[config.mk]
export PLATFORM = sky130hd
export DESIGN_NAME = lcd_power_sequencer_flat
export DESIGN_NICKNAME = d
export VERILOG_FILES = /design/src/rtl/lcd_power_sequencer_if.sv /design/src/rtl/lcd_power_sequencer.sv /design/src/flat_wrapper.sv
export SDC_FILE = /design/constraint.sdc
export NUM_CORES = 1
export LEC_CHECK = 0
export ABC_CLOCK_PERIOD_IN_PS = 6300
export CAP_MARGIN = 20
export CORE_MARGIN = 10
export CORE_UTILIZATION = 60
export CTS_CLUSTER_SIZE = 12
export DETAILED_ROUTE_END_ITERATION = 10
export DONT_BUFFER_PORTS = 1
export PLACE_DENSITY = 0.76
export RECOVER_POWER = 100
export SYNTH_ARGS = -nofsm -noshare
export SYNTH_HDL_FRONTEND = slang
export SYNTH_SLANG_ARGS = --single-unit
[constraint.sdc]
create_clock -name CLK -period 6.3 [get_ports CLK]
set_input_delay 1.89 -clock CLK [delete_from_list [all_inputs] [get_ports CLK]]
set_output_delay 1.89 -clock CLK [all_outputs]
set_load 0.005 [all_outputs]
[src/rtl/lcd_power_sequencer_if.sv]
// Panel power-sequencer signal bundle: button and frame tick in,
// panel enables, backlight and status out.
interface lcd_power_sequencer_if;
    logic       KEY;
    logic       FRAME_TICK;
    logic       PCLK_EN;
    logic       TIMING_nRST;
    logic       DISP_ON;
    logic       BL_PWM;
    logic [7:0] BL_LEVEL;
    logic [2:0] STATE;
    logic       READY;

    // Board / top-level side: drives the button and frame tick.
    modport master (
        output KEY, FRAME_TICK,
        input  PCLK_EN, TIMING_nRST, DISP_ON, BL_PWM, BL_LEVEL, STATE, READY
    );

    // Sequencer side.
    modport slave (
        input  KEY, FRAME_TICK,
        output PCLK_EN, TIMING_nRST, DISP_ON, BL_PWM, BL_LEVEL, STATE, READY
    );
endinterface

[src/rtl/lcd_power_sequencer.sv]
// Power-up / power-down sequencer for the RGB TFT panel: pixel clock,
// timing-generator reset, display enable and backlight ramp with PWM.
module lcd_power_sequencer #(
    parameter int CLK_WAIT_CYC  = 2400000,
    parameter int FRAMES_ON     = 2,
    parameter int FRAMES_OFF    = 2,
    parameter int RAMP_STEP_CYC = 24000,
    parameter int BL_MAX        = 255,
    parameter int DEB_CYC       = 240000,
    parameter int FRAME_TIMEOUT = 4800000,
    parameter int AUTO_ON       = 1
) (
    input logic                 CLK,
    input logic                 nRST,
    lcd_power_sequencer_if.slave bus
);
    // One shared cycle counter serves the clock wait, ramp steps and frame timeout.
    localparam int CMAX0 = (CLK_WAIT_CYC > FRAME_TIMEOUT) ? CLK_WAIT_CYC : FRAME_TIMEOUT;
    localparam int CMAX  = (CMAX0 > RAMP_STEP_CYC) ? CMAX0 : RAMP_STEP_CYC;
    localparam int CW    = $clog2(CMAX + 1);
    localparam int DW    = $clog2(DEB_CYC + 1);

    localparam logic [CW-1:0] CLK_WAIT_M1 = CW'(CLK_WAIT_CYC - 1);
    localparam logic [CW-1:0] STEP_M1     = CW'(RAMP_STEP_CYC - 1);
    localparam logic [CW-1:0] TO_M1       = CW'(FRAME_TIMEOUT - 1);
    localparam logic [DW-1:0] DEB_M1      = DW'(DEB_CYC - 1);
    localparam logic [DW-1:0] DEB_SAT     = DW'(DEB_CYC);
    localparam logic [7:0]    FON_M1      = 8'(FRAMES_ON - 1);
    localparam logic [7:0]    FOFF_M1     = 8'(FRAMES_OFF - 1);
    localparam logic [7:0]    BLM         = 8'(BL_MAX);

    typedef enum logic [2:0] {
        S_OFF           = 3'd0,
        S_CLK_WAIT      = 3'd1,
        S_FRAME_WAIT    = 3'd2,
        S_RAMP_UP       = 3'd3,
        S_ON            = 3'd4,
        S_RAMP_DOWN     = 3'd5,
        S_DISP_OFF_WAIT = 3'd6,
        S_FAULT         = 3'd7
    } state_t;

    state_t        state_q, state_d;
    logic [CW-1:0] cnt_q, cnt_d;
    logic [7:0]    tick_q, tick_d;
    logic [7:0]    level_q, level_d;
    logic          auto_q;
    logic          key_s1_q, key_s2_q;
    logic [DW-1:0] deb_q;
    logic          press, step_end;
    logic [7:0]    pwm_cnt_q;
    logic          pwm_q;
    logic          pclk_en_q, pclk_en_d;
    logic          tnrst_q, tnrst_d;
    logic          disp_on_q, disp_on_d;
    logic          ready_q, ready_d;

    // Synchronise KEY and count stable-low cycles; saturation keeps it to one press per hold.
    always_ff @(posedge CLK or negedge nRST) begin
        if (!nRST) begin
            key_s1_q <= 1'b1;
            key_s2_q <= 1'b1;
            deb_q    <= '0;
        end else begin
            key_s1_q <= bus.KEY;
            key_s2_q <= key_s1_q;
            if (key_s2_q)             deb_q <= '0;
            else if (deb_q != DEB_SAT) deb_q <= deb_q + 1'b1;
        end
    end

    assign press = !key_s2_q && (deb_q == DEB_M1);

    // Free-running PWM counter and registered compare against the current level.
    always_ff @(posedge CLK or negedge nRST) begin
        if (!nRST) begin
            pwm_cnt_q <= '0;
            pwm_q     <= 1'b0;
        end else begin
            pwm_cnt_q <= pwm_cnt_q + 8'd1;
            pwm_q     <= (pwm_cnt_q < level_q);
        end
    end

    // State, counters, backlight level and registered panel controls.
    always_ff @(posedge CLK or negedge nRST) begin
        if (!nRST) begin
            state_q   <= S_OFF;
            cnt_q     <= '0;
            tick_q    <= '0;
            level_q   <= '0;
            auto_q    <= (AUTO_ON != 0);
            pclk_en_q <= 1'b0;
            tnrst_q   <= 1'b0;
            disp_on_q <= 1'b0;
            ready_q   <= 1'b0;
        end else begin
            state_q   <= state_d;
            cnt_q     <= cnt_d;
            tick_q    <= tick_d;
            level_q   <= level_d;
            auto_q    <= 1'b0;
            pclk_en_q <= pclk_en_d;
            tnrst_q   <= tnrst_d;
            disp_on_q <= disp_on_d;
            ready_q   <= ready_d;
        end
    end

    // Next-state logic; outputs are decoded from the next state so they land with it.
    always_comb begin
        state_d  = state_q;
        cnt_d    = cnt_q + 1'b1;
        tick_d   = tick_q;
        level_d  = level_q;
        step_end = (cnt_q == STEP_M1);
        case (state_q)
            S_OFF:      if (press || auto_q) state_d = S_CLK_WAIT;
            S_CLK_WAIT: if (cnt_q == CLK_WAIT_M1) state_d = S_FRAME_WAIT;
            S_FRAME_WAIT: begin
                // A tick in the same cycle as the timeout expiry takes precedence.
                if (bus.FRAME_TICK) begin
                    cnt_d  = '0;
                    tick_d = tick_q + 8'd1;
                    if (tick_q == FON_M1) state_d = S_RAMP_UP;
                end else if (cnt_q == TO_M1) begin
                    state_d = S_FAULT;
                end
            end
            S_RAMP_UP: begin
                // Completing the ramp beats a coincident press; a press otherwise
                // freezes the level and reverses from there.
                if (step_end && ({1'b0, level_q} + 9'd1 >= {1'b0, BLM})) begin
                    level_d = BLM;
                    state_d = S_ON;
                end else if (press) begin
                    state_d = S_RAMP_DOWN;
                end else if (step_end) begin
                    level_d = level_q + 8'd1;
                    cnt_d   = '0;
                end
            end
            S_ON: begin
                level_d = BLM;
                if (press) state_d = S_RAMP_DOWN;
            end
            S_RAMP_DOWN: begin
                if (step_end) begin
                    cnt_d = '0;
                    if (level_q <= 8'd1) begin
                        level_d = '0;
                        state_d = S_DISP_OFF_WAIT;
                    end else begin
                        level_d = level_q - 8'd1;
                    end
                end
            end
            S_DISP_OFF_WAIT: begin
                if (bus.FRAME_TICK) begin
                    cnt_d  = '0;
                    tick_d = tick_q + 8'd1;
                    if (tick_q == FOFF_M1) state_d = S_OFF;
                end else if (cnt_q == TO_M1) begin
                    state_d = S_OFF;
                end
            end
            S_FAULT:    if (press) state_d = S_OFF;
            default:    state_d = S_OFF;
        endcase
        if (state_d != state_q) begin
            cnt_d  = '0;
            tick_d = '0;
        end
        if (state_d inside {S_OFF, S_CLK_WAIT, S_FRAME_WAIT, S_FAULT}) level_d = '0;

        pclk_en_d = (state_d != S_OFF);
        tnrst_d   = state_d inside {S_FRAME_WAIT, S_RAMP_UP, S_ON, S_RAMP_DOWN, S_DISP_OFF_WAIT};
        disp_on_d = state_d inside {S_RAMP_UP, S_ON, S_RAMP_DOWN};
        ready_d   = (state_d == S_ON);
    end

    assign bus.PCLK_EN     = pclk_en_q;
    assign bus.TIMING_nRST = tnrst_q;
    assign bus.DISP_ON     = disp_on_q;
    assign bus.BL_PWM      = pwm_q;
    assign bus.BL_LEVEL    = level_q;
    assign bus.STATE       = state_q;
    assign bus.READY       = ready_q;
endmodule

[src/flat_wrapper.sv]
// flat-port wrapper written by rule: the top's interface ports become plain ports
module lcd_power_sequencer_flat 
#(
    parameter int CLK_WAIT_CYC  = 2400000,
    parameter int FRAMES_ON     = 2,
    parameter int FRAMES_OFF    = 2,
    parameter int RAMP_STEP_CYC = 24000,
    parameter int BL_MAX        = 255,
    parameter int DEB_CYC       = 240000,
    parameter int FRAME_TIMEOUT = 4800000,
    parameter int AUTO_ON       = 1
)
  (CLK, nRST, bus_KEY, bus_FRAME_TICK, bus_PCLK_EN, bus_TIMING_nRST, bus_DISP_ON, bus_BL_PWM, bus_BL_LEVEL, bus_STATE, bus_READY);
  lcd_power_sequencer_if bus_i ();
  input logic CLK;
  input logic nRST;
  input wire logic [$bits(bus_i.KEY)-1:0] bus_KEY;
  input wire logic [$bits(bus_i.FRAME_TICK)-1:0] bus_FRAME_TICK;
  output wire logic [$bits(bus_i.PCLK_EN)-1:0] bus_PCLK_EN;
  output wire logic [$bits(bus_i.TIMING_nRST)-1:0] bus_TIMING_nRST;
  output wire logic [$bits(bus_i.DISP_ON)-1:0] bus_DISP_ON;
  output wire logic [$bits(bus_i.BL_PWM)-1:0] bus_BL_PWM;
  output wire logic [$bits(bus_i.BL_LEVEL)-1:0] bus_BL_LEVEL;
  output wire logic [$bits(bus_i.STATE)-1:0] bus_STATE;
  output wire logic [$bits(bus_i.READY)-1:0] bus_READY;
  assign bus_i.KEY = bus_KEY;
  assign bus_i.FRAME_TICK = bus_FRAME_TICK;
  assign bus_PCLK_EN = bus_i.PCLK_EN;
  assign bus_TIMING_nRST = bus_i.TIMING_nRST;
  assign bus_DISP_ON = bus_i.DISP_ON;
  assign bus_BL_PWM = bus_i.BL_PWM;
  assign bus_BL_LEVEL = bus_i.BL_LEVEL;
  assign bus_STATE = bus_i.STATE;
  assign bus_READY = bus_i.READY;
  lcd_power_sequencer #(.CLK_WAIT_CYC(CLK_WAIT_CYC), .FRAMES_ON(FRAMES_ON), .FRAMES_OFF(FRAMES_OFF), .RAMP_STEP_CYC(RAMP_STEP_CYC), .BL_MAX(BL_MAX), .DEB_CYC(DEB_CYC), .FRAME_TIMEOUT(FRAME_TIMEOUT), .AUTO_ON(AUTO_ON)) u_core (.CLK(CLK), .nRST(nRST), .bus(bus_i));
endmodule
# Word level (Yosys, flattened, before mapping)
# Cells that the tools add are included.
# classes
eq_ne,24
n_shift,0
n_reduce_logical,17
mul,0
addsub,7
n_bitwise,0
order_cmp,3
n_div,0
muxes,32
# ops
operator,count
two-way mux 23 bit,5
two-way mux 8 bit,9
one-hot mux 23 bit (3 select lines),1
two-way mux 3 bit,13
two-way mux 18 bit,2
adder 8 x 1 -> 8 bit (second input constant),3
equality test 3 bit (second input constant),8
one-hot mux 3 bit (8 select lines),1
one-hot mux 8 bit (3 select lines),1
adder 23 x 1 -> 23 bit (second input constant),1
equality test 23 x 15 -> 1 bit (second input constant),1
equality test 23 x 22 -> 1 bit (second input constant),1
equality test 23 bit (second input constant),1
adder 18 x 1 -> 18 bit (second input constant),1
equality test 18 bit (second input constant),1
!= test 18 bit (second input constant),1
equality test 3 x 2 -> 1 bit (second input constant),4
adder 8 x 1 -> 9 bit (second input constant),1
>= comparator 9 x 8 -> 1 bit (second input constant),1
equality test 8 x 1 -> 1 bit (second input constant),1
less-or-equal comparator 8 x 1 -> 1 bit (second input constant),1
< comparator 8 bit,1
nonzero test 4 bit,2
subtractor 8 x 1 -> 8 bit (second input constant),1
other kinds (15),21
# totals
out_inout_bits,16
rom_bits,0
latch_bits,0
mem_bits_rw,0
regBits,76
elab_cells,97
memories,0
in_bits,4

# Longest topological paths before layout
# Gate-level depths: netlist of the first run.
# logic_depth
word_depth,9
mapped_depth,10
mapped_depth_nobuf,10

# Worst setup path before layout of the first run
# Ideal clock, no wire load.
# synth_path
kind,input to register
start,input port bus_FRAME_TICK
end,register u_core.cnt_q[14]
arrival_ns,3.380
setup_ns,0.121
required_time_ns,6.179
n_path_buf,1
path_stages,8
path_slack_ns,2.799
cell_sequence,nand4b_1 > nor4_1 > a21oi_1 > o32a_1 > a31o_2 > nand4_1 > buf_2 > nor2_1
# synth_between
elab_chain_cells,4
word_cells_on_any_way,7
classes_between,eq/ne: 1; mux: 6
# synth_lines
item,line_no,text
from (decl),flat_wrapper.sv:18,input wire logic [$bits(bus_i.FRAME_TICK)-1:0] bus_FRAME_TICK;
"two-way mux 3 bit, on equally long branches","lcd_power_sequencer.sv:159, lcd_power_sequencer.sv:122",
one-hot mux 3 bit (8 select lines),lcd_power_sequencer.sv:117,case (state_q)
!= test 3 bit,lcd_power_sequencer.sv:170,if (state_d != state_q) begin
two-way mux 23 bit *,lcd_power_sequencer.sv:170,
via u_core.cnt_d[14],lcd_power_sequencer.sv:44,"logic [CW-1:0] cnt_q, cnt_d;"
to (signal assigned),lcd_power_sequencer.sv:99,cnt_q <= cnt_d;
to (decl),lcd_power_sequencer.sv:44,
# The timed path passes the listed nets; every way through them passes the cells marked *.
# A chain may end at the register's enable or synchronous reset.

# Worst setup path in the final report of the first run
# layout_path
start,input port bus_FRAME_TICK
end,register u_core.cnt_q[18]
# Same word-level chain as after synthesis.

==> impl_metrics.py, run 1 <==
metrics = {
    "logic_synthesis": {
        "ys_ff_latch": 76,
        "synth_top_area_share_pct": 38.26,
        "syn_inst": 503,
        "yosysSeqAreaShare_pct": 39.91,
        "yosys.area.top_type": "dfrtp_1",
        "synth_top_flop_cell": "dfrtp_1",
        "syn_area_um2": 4775,
        "synth_edf_count": 0,
        "synthesis.nets": 524,
        "ys_async_sr_fraction_pct": 100.0,
        "ys_warn_count": 0,
        "synthTopCellsByArea": "dfrtp_1, xor2_1, nor2_1, ha_1, xnor2_1",
        "synth.avg_cell_area_um2": 9.492,
        "ys_types": 81,
    },
    "place": {
        "dp_hpwl_um": 7153,
        "numPortBuffers": 0,
        "routabilityCongestion": 0.8998,
    },
    "global_routing": {
        "grt-ovfl-total": 0,
        "grt_max_degree": 77,
        "antenna_found_initial": 0,
        "grt_util_all_layers_pct": 17.73,
        "grt_pass1_vias": 3486,
        "grt_first_pass_wirelength_um": 17280,
    },
    "die": {
        "start_util_pct": 61.79,
        "core_area_um2": 7727,
        "die_x_um": 109.2,
        "fp-row-count": 32,
        "io_pins": 20,
        "dieArea_um2": 11930,
        "die_y_um": 109.2,
    },
    "finish": {
        "most-common-layout-cells": "dfrtp_1, nor2_1, nand2_1, nand3_1, xor2_1",
        "final_core_util_pct": 63.00,
        "drive_above_1_share_pct": 8.818,
        "fin_nets": 515,
        "n_antenna_cell": 0,
        "area_growth_syn_to_layout_pct": 1.965,
        "final_common_cell": "dfrtp_1",
    },
    "drt": {
        "drt_iter0_drc": 287,
        "route.vias.total": 3751,
        "ant_nets": 0,
        "firstDrtPassIters": 7,
        "finalWirelength_um": 10120,
        "drc_errors": 0,
        "wl_per_cell_um": 16.84,
        "viasPerCell": 6.241,
    },
    "sta": {
        "hold_viol_final": 0,
        "worst_slew_pin_slew_ns": 0.9853,
        "rsz0062_at_grt": "no",
        "skew_ns": 0.01593,
        "tns_ns": 0,
        "max_slew_margin_pct": 33.71,
        "setup_viol": 0,
        "slew_violations": 0,
        "fin_crit_ns": 3.749,
        "min_period_over_period_pct": 59.51,
        "fmax_mhz": 266.7,
    },
    "worst_setup_path": {
        "crit_type": "in2reg",
        "worstSetupStartpointType": "input port",
        "r2r_cells": 9,
        "r2r_setup_slack_ns": 2.83,
        "cp_max_fo": 23,
        "end_kind": "flop",
        "crit_arrival_ns": 4.00,
        "critical_path_required_ns": 6.55,
    },
    "power_and_ir_drop": {
        "vdd_ir_drop_max_uv": 127.9,
        "p_leak_uw": 0.002048,
        "powerDensity_nw_per_um2": 322.3,
    },
    "worst_hold_path": {
        "worstHoldPathCells": 0,
        "hp-class": "reg2reg",
    },
    "clock_network": {
        "cts.root.buffer_cell": "clkbuf_8",
        "cts_made_buffers": 9,
        "clk_pin_slew_worst_paths_ns": 0.08,
        "cts_hold_buf": 0,
        "clk_latency_ns": 0.36,
        "cts.sinks": 76,
        "post_cts_buffers": 0,
        "htreeDepth": 3,
        "clockBufferDepth": 2,
        "cts_resized": 0,
        "cts_tree": "yes",
    },
    "job": {
        "cap_violations": 0,
    },
    "run_status": {
        "status": "completed",
    },
}
## power by group
group          switching, uW  internal (uW)  leakage, uW
logic                    346            207     0.000990
registers                142            544     0.000972
clock network            187            143    0.0000864
## flip-flops by register name, indices dropped and copies added, names as in the netlist
register                count
u_core.bus.TIMING_nRST      1
u_core.tick_q               8
u_core.bus.BL_PWM           1
u_core.bus.STATE            3
u_core.bus.READY            1
u_core.auto_q               1
u_core.bus.BL_LEVEL         8
u_core.bus.DISP_ON          1
u_core.cnt_q               23
u_core.pwm_cnt_q            8
u_core.key_s1_q             1
u_core.key_s2_q             1
u_core.deb_q               18
u_core.bus.PCLK_EN          1
## synthesized netlist by cell type (all sizes together), types with 3 or more instances
master / number
dfrtp: 73
nor2: 60
nand2: 40
nand3: 32
xor2: 30
inv: 18
nor3: 18
o21ai: 18
xnor2: 18
ha: 17
nand4: 17
a21oi: 16
and3: 13
clkbuf: 12
a21o: 8
buf: 8
nor4: 8
a211oi: 5
a221oi: 5
and4: 5
nand2b: 5
or3: 5
a211o: 4
a31oi: 4
and2: 4
a22oi: 3
dfstp: 3
mux2i: 3
nand4b: 3
nor4b: 3
o211ai: 3
o32ai: 3
or4: 3
## path summary, 6_finish.rpt
path,start,endpoint
min in group asynchronous,nRST,u_core.deb_q[13]
worst max-delay path,bus_FRAME_TICK,u_core.cnt_q[18]
worst min-delay path,u_core.key_s1_q,u_core.key_s2_q
max in group asynchronous,nRST,u_core.key_s2_q
worst min register to register,u_core.key_s1_q,u_core.key_s2_q
worst max register to register,u_core.bus.BL_LEVEL[0],u_core.cnt_q[18]
## metal layers
metal / track usage (%) / wire [um] / vias to the layer above
li1: - / - / 1814
met1: 24.01 / 4525 / 1783
met2: 27.51 / 4739 / 140
met3: 4.189 / 744 / 14
met4: 5.483 / 112 / 0
met5: 0 / 0 / -
## logic make-up after synthesis
kind of cell | after synthesis | share of synthesized area (%)
AND/OR/NAND/NOR | 230 | 27.49
AO/OA/AOI/OAI | 88 | 14.41
flip-flops | 76 | 39.91
XOR/XNOR | 48 | 8.805
buffers and inverters | 40 | 4.219
adder cells (fa/ha/maj) | 17 | 4.455
multiplexers | 3 | 0.6290
other | 1 | 0.07854
## area by class of cell
class	instances	area, um2
clock buffer	10	127.6
clock inverter	6	40.04
fill	654	2859
inverter	20	76.32
multi-input combinational	387	2591
sequential	76	1906
tap	102	127.6
## per-stage QoR
step | cell area, um2 | hold slack [ns] | instances | total power [uW] | worst slack (ns)
after global routing | 4868 | 0.3674 | 601 | 1685 | 2.189
after CTS | 4949 | 0.3590 | 601 | 1599 | 2.537
after global placement | 4781 | 0.3466 | 585 | 1248 | 2.332
final | 4868 | 0.3581 | 601 | 1569 | 2.551
after detailed placement | 4781 | 0.3468 | 585 | 1265 | 2.203
after floorplan | 4775 | 0.3452 | 503 | 1159 | 2.799
## worst max-delay path, cell delays in order
cell,delay [ns]
nand4b_1,0.11
nor4_1,0.08
a21oi_1,0.28
mux2i_1,0.12
a311oi_1,0.37
nand4_1,0.82
nor2_1,0.32
Power figures use the tool's default switching activity.
==> run 2, diff against run 1 <==
Settings changed: ABC_CLOCK_PERIOD_IN_PS 6300 to 3760.
Clock period 6.3 ns to 3.76 ns, I/O delays scaled along.
==> impl_metrics.py, run 2 (same netlist as run 1, synthesis figures left out) <==
metrics = {
    "run_status": {
        "status": "completed",
    },
    "finish": {
        "largest_registers": "u_core.cnt_q (23), u_core.deb_q (18)",
        "final_core_util_pct": 64.12,
        "most-common-layout-cells": "dfrtp_1, nor2_1, nand2_1, nand3_1, xor2_1",
        "top_register": "u_core.cnt_q",
        "drive_above_1_share_pct": 9.200,
        "area_growth_syn_to_layout_pct": 3.774,
        "fin_nets": 516,
        "fillers": 650,
        "largest_reg_flops": 23,
        "final_common_cell": "dfrtp_1",
        "n_antenna_cell": 0,
    },
    "sta": {
        "fmax_mhz": 314.0,
        "min_period_over_period_pct": 84.69,
        "fin_crit_ns": 3.184,
        "setup_slack_ns": 0.5757,
        "holdWs_ns": 0.3584,
        "max_slew_margin_pct": 32.17,
        "slew_violations": 0,
        "rsz0062_at_grt": "no",
        "skew_ns": 0.01325,
        "worst_slew_pin_slew_ns": 1.008,
        "hold_viol_final": 0,
        "tns_ns": 0,
        "setup_viol": 0,
    },
    "clock_network": {
        "cts_made_buffers": 9,
        "cts_hold_buf": 0,
        "post_cts_buffers": 0,
        "cts_resized": 0,
        "cts.sinks": 76,
        "htreeDepth": 3,
        "clk_latency_ns": 0.36,
        "cts_tree": "yes",
        "cts.root.buffer_cell": "clkbuf_8",
        "clk_pin_slew_worst_paths_ns": 0.08,
        "clockBufferDepth": 2,
    },
    "worst_hold_path": {
        "hp-class": "reg2reg",
        "worstHoldPathCells": 0,
        "min_to": "u_core.key_s2_q",
        "min_from": "u_core.key_s1_q",
    },
    "place": {
        "dp_hpwl_um": 7099,
        "routabilityCongestion": 0.8927,
        "numPortBuffers": 0,
        "dp_slack_ns": 0.7267,
    },
    "die": {
        "dieArea_um2": 11930,
        "core_area_um2": 7727,
        "die_y_um": 109.2,
        "io_pins": 20,
        "die_x_um": 109.2,
        "fp-row-count": 32,
        "start_util_pct": 61.79,
    },
    "drt": {
        "firstDrtPassIters": 5,
        "drc_errors": 0,
        "viasPerCell": 6.279,
        "route.vias.total": 3780,
        "wl_per_cell_um": 16.85,
        "finalWirelength_um": 10150,
        "ant_nets": 0,
        "drt_iter0_drc": 266,
    },
    "power_and_ir_drop": {
        "vdd_ir_drop_max_uv": 231.9,
        "combPwrFrac_pct": 33.5,
        "p_seq_share_pct": 40.7,
        "swShare_pct": 40.57,
        "powerDensity_nw_per_um2": 568.4,
        "power.switching_uw": 1142,
        "clkPwrFrac_pct": 25.8,
        "internal_power_uw": 1674,
        "p_leak_uw": 0.002081,
    },
    "global_routing": {
        "grt_first_pass_wirelength_um": 17080,
        "grt_max_degree": 77,
        "antenna_found_initial": 0,
        "grt_pass1_vias": 3574,
        "grt_util_all_layers_pct": 17.51,
        "grt-ovfl-total": 0,
    },
    "worst_setup_path": {
        "r2r-end": "u_core.bus.PCLK_EN",
        "crit_type": "reg2reg",
        "crit_arrival_ns": 3.41,
        "r2r-start": "u_core.bus.BL_LEVEL[0]",
        "worstSetupStartpointType": "flop",
        "critical_path_required_ns": 3.99,
        "r2r_cells": 8,
        "end_kind": "flop",
        "r2r_setup_slack_ns": 0.58,
        "cp_max_fo": 10,
    },
    "job": {
        "cap_violations": 0,
    },
}
run 2: cell types whose count changed in the layout (fill, tap and decap cells not counted), sizes merged:
cell      change
inv           -1
clkbuf        +2
bufinv        +2
clkinv        -3
clkinvlp      +1
run 2: stage by stage:
stage,std cells,total power (uW),cell area [um2]
6_report,602,2816,4955
5_1_grt,602,2988,4955
4_1_cts,602,2857,5024
3_5_place_dp,586,2130,4788
3_3_place_gp,586,2106,4788
2_1_floorplan,503,1943,4775
run 2: power groups by stage:
stage          combinational [uW]  sequential (uW)  clock, uW
3_5_place_dp                  971             1160          0
2_1_floorplan                 923             1020          0
4_1_cts                       978             1140        739
6_report                      944             1150        727
5_1_grt                      1050             1170        772
3_3_place_gp                  954             1150          0
run 2: worst max-delay path by stage:
stage / to / cells past startpoint / from / slack (ns)
floorplan: u_core.cnt_q[14] / 8 / bus_FRAME_TICK / 1.02
global placement: u_core.cnt_q[2] / 8 / bus_FRAME_TICK / 0.73
detailed placement: u_core.cnt_q[16] / 8 / bus_FRAME_TICK / 0.73
CTS: u_core.bus.PCLK_EN / 8 / u_core.bus.BL_LEVEL[0] / 0.85
global route: u_core.cnt_q[10] / 10 / u_core.bus.BL_LEVEL[0] / 0.42
finish: u_core.bus.PCLK_EN / 8 / u_core.bus.BL_LEVEL[0] / 0.58
run 2: layout make-up:
cell class              count  area (um2)  area share [%]
clock buffers              11       151.4           3.056
clock inverters             5       83.83           1.692
inverters                  20       76.32           1.540
multi-input cells         387        2605           52.58
flip-flops and latches     76        1906           38.46
well taps                 102       127.6           2.576
repair buffers              1       5.005          0.1010
run 2: metal layers:
layer	up-vias	part of all wire, %	GRT usage, %
li1	1801	-	-
met1	1814	45	23.12
met2	140	46	27.16
met3	25	7.2	4.720
met4	0	2.0	6.041
met5	-	0	0
run 2: worst max-delay path, cell delays in order, from the launching register on:
cell and delay [ns]:
dfrtp_1 0.52, inv_1 0.23, ha_1 0.20, nand4_1 0.10
or4_1 0.46, o31a_1 0.18, a2111oi_0 0.55, o211ai_1 0.37
or3_1 0.44
==> run 3, diff against run 2 <==
Settings changed: ABC_CLOCK_PERIOD_IN_PS 3760 to 2800, CORE_UTILIZATION 60 to 58.
Clock period 3.76 ns to 2.8 ns, I/O delays scaled along.
==> impl_metrics.py, run 3 (same netlist as run 1, synthesis figures left out) <==
metrics = {
    "run_status": {
        "status": "completed",
    },
    "global_routing": {
        "antenna_found_initial": 0,
        "grt_pass1_vias": 3813,
        "grt-ovfl-total": 0,
        "grt_max_degree": 77,
        "grt_first_pass_wirelength_um": 18660,
        "grt_util_all_layers_pct": 17.62,
    },
    "job": {
        "cap_violations": 0,
    },
    "clock_network": {
        "htreeDepth": 3,
        "cts_made_buffers": 9,
        "cts.root.buffer_cell": "clkbuf_8",
        "clockBufferDepth": 2,
        "cts_tree": "yes",
        "cts.sinks": 76,
        "clk_pin_slew_worst_paths_ns": 0.08,
        "cts_hold_buf": 0,
        "clk_latency_ns": 0.35,
    },
    "place": {
        "routabilityCongestion": 0.9580,
        "dp_cells": 609,
        "dp_slack_ns": 0.06814,
        "numPortBuffers": 0,
        "dp_hpwl_um": 7775,
    },
    "die": {
        "start_util_pct": 59.00,
        "fp-row-count": 33,
        "die_x_um": 110.7,
        "core_area_um2": 8093,
        "dieArea_um2": 12260,
        "die_y_um": 110.7,
        "io_pins": 20,
    },
    "sta": {
        "fmax_mhz": 374.2,
        "skew_ns": 0.01141,
        "fin_crit_ns": 2.672,
        "setup_slack_ns": 0.1276,
        "slew_violations": 0,
        "holdWs_ns": 0.1714,
        "setup_viol": 0,
        "min_period_over_period_pct": 95.44,
        "worst_slew_pin_slew_ns": 0.5610,
        "hold_viol_final": 0,
        "max_slew_margin_pct": 62.31,
    },
    "worst_setup_path": {
        "r2r_cells": 6,
        "crit_arrival_ns": 2.91,
        "end_kind": "flop",
        "r2r-start": "u_core.bus.BL_LEVEL[1]",
        "crit_path_start": "u_core.bus.BL_LEVEL[1]",
        "critical_path_required_ns": 3.03,
        "crit_type": "reg2reg",
        "worstSetupStartpointType": "flop",
        "cp_max_fo": 7,
    },
    "finish": {
        "fin_nets": 541,
        "largest_registers": "u_core.cnt_q (23), u_core.deb_q (18)",
        "fillers": 660,
        "largest_reg_flops": 23,
        "most-common-layout-cells": "dfrtp_1, nor2_1, nand2_1, nand3_1, xor2_1",
        "instances_no_fill": 630,
        "top_register": "u_core.cnt_q",
        "area_growth_syn_to_layout_pct": 8.910,
        "final_core_util_pct": 64.25,
        "drive_above_1_share_pct": 15.62,
        "n_antenna_cell": 0,
        "final_common_cell": "dfrtp_1",
    },
    "drt": {
        "firstDrtPassIters": 5,
        "finalWirelength_um": 11040,
        "route.vias.total": 3908,
        "viasPerCell": 6.203,
        "ant_nets": 0,
        "wl_per_cell_um": 17.53,
        "drt_iter0_drc": 216,
        "drc_errors": 0,
    },
    "power_and_ir_drop": {
        "vdd_ir_drop_max_uv": 377.7,
        "powerDensity_nw_per_um2": 768.9,
        "p_leak_uw": 0.002205,
    },
    "worst_hold_path": {
        "hp-class": "in2async",
    },
}
-- run 3: per-layer routing --
metal	track usage (%)	up-vias	part of all wire, %	wire (um)
met5	0	-	0	0
met4	4.340	0	1.6	177
met3	5.195	25	7.0	778
met2	27.44	142	46	5116
met1	23.37	1882	45	4969
li1	-	1859	-	-
-- run 3: timing repair --
action / 4_1_cts / 5_1_grt
buffers inserted: 0 / 4
gates resized for setup: 0 / 3
endpoints found under the setup margin: 0 / 11
-- run 3: report_power, final --
group / internal, uW / switching, uW
combinational: 667 / 1020
sequential: 1230 / 233
clock: 434 / 423
-- run 3: path summary, 6_finish.rpt --
path                                      end  slack, ns
setup / recovery           u_core.bus.PCLK_EN       0.13
hold / removal               u_core.deb_q[12]       0.17
setup reg to reg           u_core.bus.PCLK_EN       0.13
hold reg to reg               u_core.key_s2_q       0.37
max in group asynchronous       u_core.auto_q       2.43
min in group CLK              u_core.key_s2_q       0.37
-- run 3: worst max-delay path, cell delays in order (launching register included) --
cell	delay, ns
dfrtp_1	0.47
ha_2	0.26
or4_1	0.54
o31a_1	0.20
a2111oi_2	0.45
o211ai_2	0.24
or3_1	0.40
-- run 3: area by class of cell --
cell class | instances | area, um2 | share of cell area, %
multi-input combinational | 388 | 2688 | 51.68
sequential | 76 | 1907 | 36.67
timing repair buffer | 25 | 192.7 | 3.705
clock buffer | 10 | 137.6 | 2.647
tap | 105 | 131.4 | 2.526
inverter | 20 | 80.08 | 1.540
clock inverter | 6 | 63.81 | 1.227
-- run 3: per-stage QoR --
step | setup TNS (ns) | area (um2) | power, uW
2_1_floorplan | 0 | 4775 | 2609
3_5_place_dp | 0 | 4955 | 3074
4_1_cts | 0 | 5156 | 3947
5_1_grt | -0.01896 | 5200 | 4244
6_report | 0 | 5200 | 3998
3_3_place_gp | 0 | 4955 | 3040
